<file path="config.mk">
export PLATFORM = sky130hd
export DESIGN_NAME = muldiv_hilo
export DESIGN_NICKNAME = d
export VERILOG_FILES = /design/src/rtl/muldiv_pkg.sv /design/src/rtl/muldiv_iter.sv /design/src/rtl/muldiv_hilo.sv
export SDC_FILE = /design/constraint.sdc
export NUM_CORES = 1
export LEC_CHECK = 0
export CORE_ASPECT_RATIO = 1.75
export CORE_MARGIN = 1
export CORE_UTILIZATION = 60
export CTS_BUF_LIST = sky130_fd_sc_hd__clkbuf_16
export CTS_CLUSTER_DIAMETER = 80
export DETAILED_ROUTE_END_ITERATION = 16
export HOLD_SLACK_MARGIN = 0.08
export PLACE_DENSITY = 0.95
export SLEW_MARGIN = 20
export SYNTH_ARGS = -nofsm -noshare
export SYNTH_HDL_FRONTEND = slang
export SYNTH_SLANG_ARGS = --single-unit
</file>
<file path="constraint.sdc">
create_clock -name clk -period 11.6 [get_ports clk]
set_clock_uncertainty 0.2 [all_clocks]
set_input_delay 2.9 -clock clk [delete_from_list [all_inputs] [get_ports clk]]
set_output_delay 2.9 -clock clk [all_outputs]
set_load 0.05 [all_outputs]
</file>
<file path="src/rtl/muldiv_pkg.sv">
// Shared definitions for the iterative multiply/divide unit with HI/LO registers.
package muldiv_pkg;

    localparam int unsigned WIDTH_DEF = 32;
    localparam int unsigned CNT_W_DEF = 6;

    // op[0] selects divide, op[1] selects signed
    localparam logic [1:0] OP_MULTU = 2'b00;
    localparam logic [1:0] OP_DIVU  = 2'b01;
    localparam logic [1:0] OP_MULT  = 2'b10;
    localparam logic [1:0] OP_DIV   = 2'b11;

    typedef enum logic [1:0] {
        IDLE   = 2'd0,
        RUN    = 2'd1,
        FINISH = 2'd2
    } state_t;

endpackage

</file>
<file path="src/rtl/muldiv_iter.sv">
// Datapath for one radix-2 iteration: shift-add multiply or restoring shift-subtract divide.
module muldiv_iter
    import muldiv_pkg::*;
#(
    parameter int unsigned WIDTH = WIDTH_DEF
) (
    input  logic             clk,
    input  logic             rst_n,
    input  logic             load,
    input  logic             step,
    input  logic             op_is_div,
    input  logic [WIDTH-1:0] load_lo,
    input  logic [WIDTH-1:0] load_b,
    output logic [WIDTH-1:0] acc_hi,
    output logic [WIDTH-1:0] acc_lo
);

    logic [WIDTH-1:0] b_r;
    logic [WIDTH:0]   add_sum;
    logic [WIDTH:0]   shl;
    logic [WIDTH:0]   sub_diff;

    // Remainder stays below the divisor, so bit WIDTH of the difference is a clean borrow flag
    always_comb begin
        add_sum  = {1'b0, acc_hi} + (acc_lo[0] ? {1'b0, b_r} : (WIDTH+1)'(0));
        shl      = {acc_hi, acc_lo[WIDTH-1]};
        sub_diff = shl - {1'b0, b_r};
    end

    always_ff @(posedge clk) begin
        if (!rst_n) begin
            acc_hi <= '0;
            acc_lo <= '0;
            b_r    <= '0;
        end else if (load) begin
            acc_hi <= '0;
            acc_lo <= load_lo;
            b_r    <= load_b;
        end else if (step) begin
            if (op_is_div) begin
                if (!sub_diff[WIDTH]) begin
                    acc_hi <= sub_diff[WIDTH-1:0];
                    acc_lo <= {acc_lo[WIDTH-2:0], 1'b1};
                end else begin
                    acc_hi <= shl[WIDTH-1:0];
                    acc_lo <= {acc_lo[WIDTH-2:0], 1'b0};
                end
            end else begin
                acc_hi <= add_sum[WIDTH:1];
                acc_lo <= {add_sum[0], acc_lo[WIDTH-1:1]};
            end
        end
    end

endmodule

</file>
<file path="src/rtl/muldiv_hilo.sv">
// Multi-cycle multiply/divide unit with architectural HI/LO, busy/done handshake and MTHI/MTLO.
module muldiv_hilo
    import muldiv_pkg::*;
#(
    parameter int unsigned WIDTH = WIDTH_DEF,
    parameter int unsigned CNT_W = CNT_W_DEF
) (
    input  logic             clk,
    input  logic             rst_n,
    input  logic             start,
    input  logic [1:0]       op,
    input  logic [WIDTH-1:0] in1,
    input  logic [WIDTH-1:0] in2,
    input  logic             mthi,
    input  logic             mtlo,
    input  logic [WIDTH-1:0] wdata,
    output logic             busy,
    output logic             done,
    output logic             div_zero,
    output logic [WIDTH-1:0] hi,
    output logic [WIDTH-1:0] lo
);

    state_t             state;
    logic [CNT_W-1:0]   cnt;
    logic               is_div;
    logic               neg_q;
    logic               neg_r;
    logic               load;
    logic               step;
    logic [WIDTH-1:0]   abs1;
    logic [WIDTH-1:0]   abs2;
    logic [WIDTH-1:0]   acc_hi;
    logic [WIDTH-1:0]   acc_lo;
    logic [WIDTH-1:0]   q_fix;
    logic [WIDTH-1:0]   r_fix;
    logic [2*WIDTH-1:0] prod_fix;

    // Magnitudes for the unsigned core, and sign fix-up of the finished result
    always_comb begin
        load     = (state == IDLE) && start;
        step     = (state == RUN);
        abs1     = (op[1] && in1[WIDTH-1]) ? -in1 : in1;
        abs2     = (op[1] && in2[WIDTH-1]) ? -in2 : in2;
        prod_fix = neg_q ? -{acc_hi, acc_lo} : {acc_hi, acc_lo};
        q_fix    = neg_q ? -acc_lo : acc_lo;
        r_fix    = neg_r ? -acc_hi : acc_hi;
    end

    muldiv_iter #(.WIDTH(WIDTH)) u_iter (
        .clk       (clk),
        .rst_n     (rst_n),
        .load      (load),
        .step      (step),
        .op_is_div (is_div),
        .load_lo   (op[0] ? abs1 : abs2),
        .load_b    (op[0] ? abs2 : abs1),
        .acc_hi    (acc_hi),
        .acc_lo    (acc_lo)
    );

    always_ff @(posedge clk) begin
        if (!rst_n) begin
            state    <= IDLE;
            cnt      <= '0;
            busy     <= 1'b0;
            done     <= 1'b0;
            div_zero <= 1'b0;
            hi       <= '0;
            lo       <= '0;
            is_div   <= 1'b0;
            neg_q    <= 1'b0;
            neg_r    <= 1'b0;
        end else begin
            done <= 1'b0;
            case (state)
                IDLE: begin
                    if (start) begin
                        is_div <= op[0];
                        neg_q  <= op[1] & (in1[WIDTH-1] ^ in2[WIDTH-1]);
                        neg_r  <= op[1] & in1[WIDTH-1];
                        cnt    <= '0;
                        busy   <= 1'b1;
                        if (op[0] && (in2 == '0)) begin
                            div_zero <= 1'b1;
                            state    <= FINISH;
                        end else begin
                            div_zero <= 1'b0;
                            state    <= RUN;
                        end
                    end else begin
                        if (mthi) hi <= wdata;
                        if (mtlo) lo <= wdata;
                    end
                end
                RUN: begin
                    cnt <= cnt + CNT_W'(1);
                    if (cnt == CNT_W'(WIDTH - 1)) state <= FINISH;
                end
                FINISH: begin
                    if (div_zero) begin
                        hi <= '0;
                        lo <= '0;
                    end else if (is_div) begin
                        hi <= r_fix;
                        lo <= q_fix;
                    end else begin
                        {hi, lo} <= prod_fix;
                    end
                    busy  <= 1'b0;
                    done  <= 1'b1;
                    state <= IDLE;
                end
                default: state <= IDLE;
            endcase
        end
    end

endmodule
</file>
==> flow_metrics.tcl <==
set metrics [dict create \
    max_slew.worst_pin.slew_ns 1.09 \
    core_area_um2 23500 \
    p_sw_share_pct 41.8 \
    clkLatencyLatePin_ns 0.47 \
    first_iter_violations 1695 \
    power_density_nw_per_um2 129 \
    synth_top_cell_by_area "dfxtp_1" \
    arrival_ns 5.99 \
    hold_violations 0 \
    grt_setup_unrepaired "no" \
    reg2reg_from "u_iter.acc_lo[31]$_SDFFE_PN0P_" \
    finalNetCount 2245 \
    cp_max_fo 5 \
    min_period_ns 5.88 \
    drt-vias-per-instance 6.87 \
    via_count 16400 \
    status "finished clean" \
    n_fill_cell 1918 \
    fmax_mhz 170 \
    finish.instance_area_um2 16800 \
    grt-ovfl-total 0 \
    ir_worst_vdd_mv 0.160 \
    hp-class "register to register" \
    die_h_um 208 \
    cts_setup_buffers 0 \
    cts_max_level 4 \
    clockBufferDepth 2 \
    ff2ff_setup_slack_ns 6.57 \
    num_rows 74 \
    p_leak_uw 0.00666 \
    ant_nets 0 \
    synth_edf_count 0 \
    hpwl_um 41500 \
    synth_top_area_share_pct 24.1 \
    cts-resized-gates 0 \
    final_layout_size_suffix_gt1_share_pct 4.80 \
    crit_path_cell_trace "clkdlybuf4s50_1, or4_1, nor4_1, and3_1, inv_1, o21ai_0, xnor2_1, or2_2, a21oi_1, nor3_1" \
    cts.clk_slew.worst_paths_ns 0.07 \
    grt_max_degree 93 \
    pwr-share-clk_pct 27.8 \
    start_util_pct 61.6 \
    place_congestion 1.02 \
    setup_violations 0 \
    cp.required_ns 11.71 \
    die-area_um2 24800 \
    slew_violations 0 \
    postSynthCellCount 1994 \
    syn_to_final_growth_pct 16.3 \
    first_pass_iters 6 \
    synth-seq-cells 174 \
    syn-cell-area_um2 14500 \
    async_reset_ff_share_pct 0 \
    first_global_vias 15900 \
    yosys-top-cells-area "dfxtp_1 24%, a21oi_1 7.1%, nor2_1 6.8%" \
    fp.dieW_um 119 \
    holdCritStartpoint "u_iter.b_r[7]$_SDFFE_PN0P_" \
    grt_antenna_before_repair 0 \
    relSlewSlack_pct 27.4 \
    seqPwrFrac_pct 33.4 \
    drv_cap 0 \
    timing.setup.tns_ns 0 \
    drc 0 \
    path_class "input port to register" \
    p_sw_uw 908 \
    post-route-period-util_pct 50.7 \
    timing.rr.end "u_iter.acc_hi[27]$_SDFFE_PP0P_" \
    final_util_pct 71.6 \
    critPathCaptureType "register" \
    combPwrFrac_pct 38.8 \
    wl_per_cell_um 23.5 \
    ctsHoldBuffers 0 \
    critPathMaxStageDelay_ns 0.72 \
    synth_warnings 0 \
    cts_tree "built" \
    register_area_um2 3490 \
    placed_area_um2 16200 \
    synth_cell_type_count 76 \
    power.internal_uw 1270 \
    hold_slack_ns 0.253 \
    io_buffers 169 \
    clock_sinks 174 \
    ios 170 \
    yosys_most_used_dff "dfxtp_1" \
    multi_input_area_um2 10300 \
    ctsRootBufferMaster "clkbuf_16" \
    diodes 0 \
    holdPathStages 2 \
    grt_pass1_wl_um 86200 \
    finalPower_uw 2170 \
    r2r_cells 13 \
    grt_usage_pct 45.0 \
    synth.avg_cell_area_um2 7.26 \
    hold_end "u_iter.b_r[7]$_SDFFE_PN0P_" \
    synth-seq-area-share_pct 24.1 \
    synth.net_count 2168 \
    slowest_stage "nor4_1" \
    routed_wl_um 56100 \
    worstSetupStartpointType "input port" \
    numCtsBuffers 17 \
]
-- worst max-delay path, delay by kind of cell --
family                 cells  cell delay (ns)
AND/OR/NAND/NOR            5             2.06
AO/OA/AOI/OAI              2             0.34
buffers and inverters      2             0.58
XOR/XNOR                   1             0.11
-- cell usage after synthesis (all sizes together), types with 28 or more instances --
cell type    n
a21oi      206
o211ai      46
clkbuf     106
o21ai      182
nor2       263
inv         73
mux2i       51
xor2        74
ha          69
a211oi      56
xnor2      103
dfxtp      174
nor3        47
a21o        35
nand2      158
a31oi       28
-- per-stage QoR --
stage / cells / setup WS, ns
finish: 2388 / 5.72
global route: 2388 / 5.51
CTS: 2387 / 5.76
detailed placement: 2355 / 5.27
global placement: 2355 / 5.33
floorplan: 1994 / 6.25
-- cell type report --
cell class	count	share of cell area [%]
clock buffers	17	2.53
clock inverters	15	1.07
multi-input cells	1619	61.0
repair buffers	186	10.9
inverters	73	1.63
flip-flops and latches	174	20.7
well taps	304	2.26
-- layout by cell type (no fill, tap or decap), drive strengths merged, types with 20 or more instances in the layout --
master         synthesis  final
mux2i                 51     51
ha                    69     69
dfxtp                174    174
nor3                  47     47
a22oi                 25     25
o211ai                46     46
a21o                  35     35
nand2                158    158
a21oi                206    206
a221oi                20     20
o31ai                 21     21
nand3                 25     25
xnor2                103    103
xor2                  74     74
nor2                 263    263
a211oi                56     56
a31oi                 28     28
inv                   73     78
clkdlybuf4s50          0    168
o21ai                182    182
-- state kept, by name, indices dropped and copies added (netlist names) --
| name | cells |
|---|---|
| cnt | 6 |
| is_div | 1 |
| div_zero | 1 |
| hi | 32 |
| neg_q | 1 |
| u_iter.acc_hi | 32 |
| u_iter.acc_lo | 32 |
| neg_r | 1 |
| lo | 32 |
| busy | 1 |
| state | 2 |
| u_iter.b_r | 32 |
| done | 1 |
-- power by group through the flow --
stage | combinational (µW) | clock, µW | sequential, µW
after floorplan | 512 | 0 | 770
after global placement | 798 | 0 | 732
after detailed placement | 814 | 0 | 734
after CTS | 820 | 602 | 721
after global routing | 904 | 628 | 729
final | 844 | 604 | 726
-- cells by family (layout without fill, tap and decap cells) --
logic type,Yosys count,count (layout),share of synthesized area (%)
AO/OA/AOI/OAI,703,703,30.4
AND/OR/NAND/NOR,609,609,19.0
buffers and inverters,201,291,5.41
XOR/XNOR,177,177,10.7
flip-flops,174,174,24.1
adder cells (fa/ha/maj),71,71,6.24
multiplexers,59,59,4.15
-- how the worst max path moves through the flow --
stage / startpoint / end / slack, ns / cells past startpoint
4_1_cts: in1[4] / u_iter.acc_lo[30]$_SDFFE_PN0P_ / 5.76 / 10
5_1_grt: in1[2] / u_iter.acc_lo[30]$_SDFFE_PN0P_ / 5.51 / 10
2_1_floorplan: in1[4] / u_iter.acc_lo[30]$_SDFFE_PN0P_ / 6.25 / 9
3_3_place_gp: in1[4] / u_iter.acc_lo[30]$_SDFFE_PN0P_ / 5.33 / 10
6_report: in1[2] / u_iter.acc_lo[30]$_SDFFE_PN0P_ / 5.72 / 10
3_5_place_dp: in1[4] / u_iter.acc_lo[30]$_SDFFE_PN0P_ / 5.27 / 10
-- per-layer routing --
layer	global-route usage, %	routed length [µm]
met1	45.5	18400
met2	77.6	27900
met3	7.55	4150
met4	41.5	5690
met5	0	0
(Power assumes the default switching activity.)
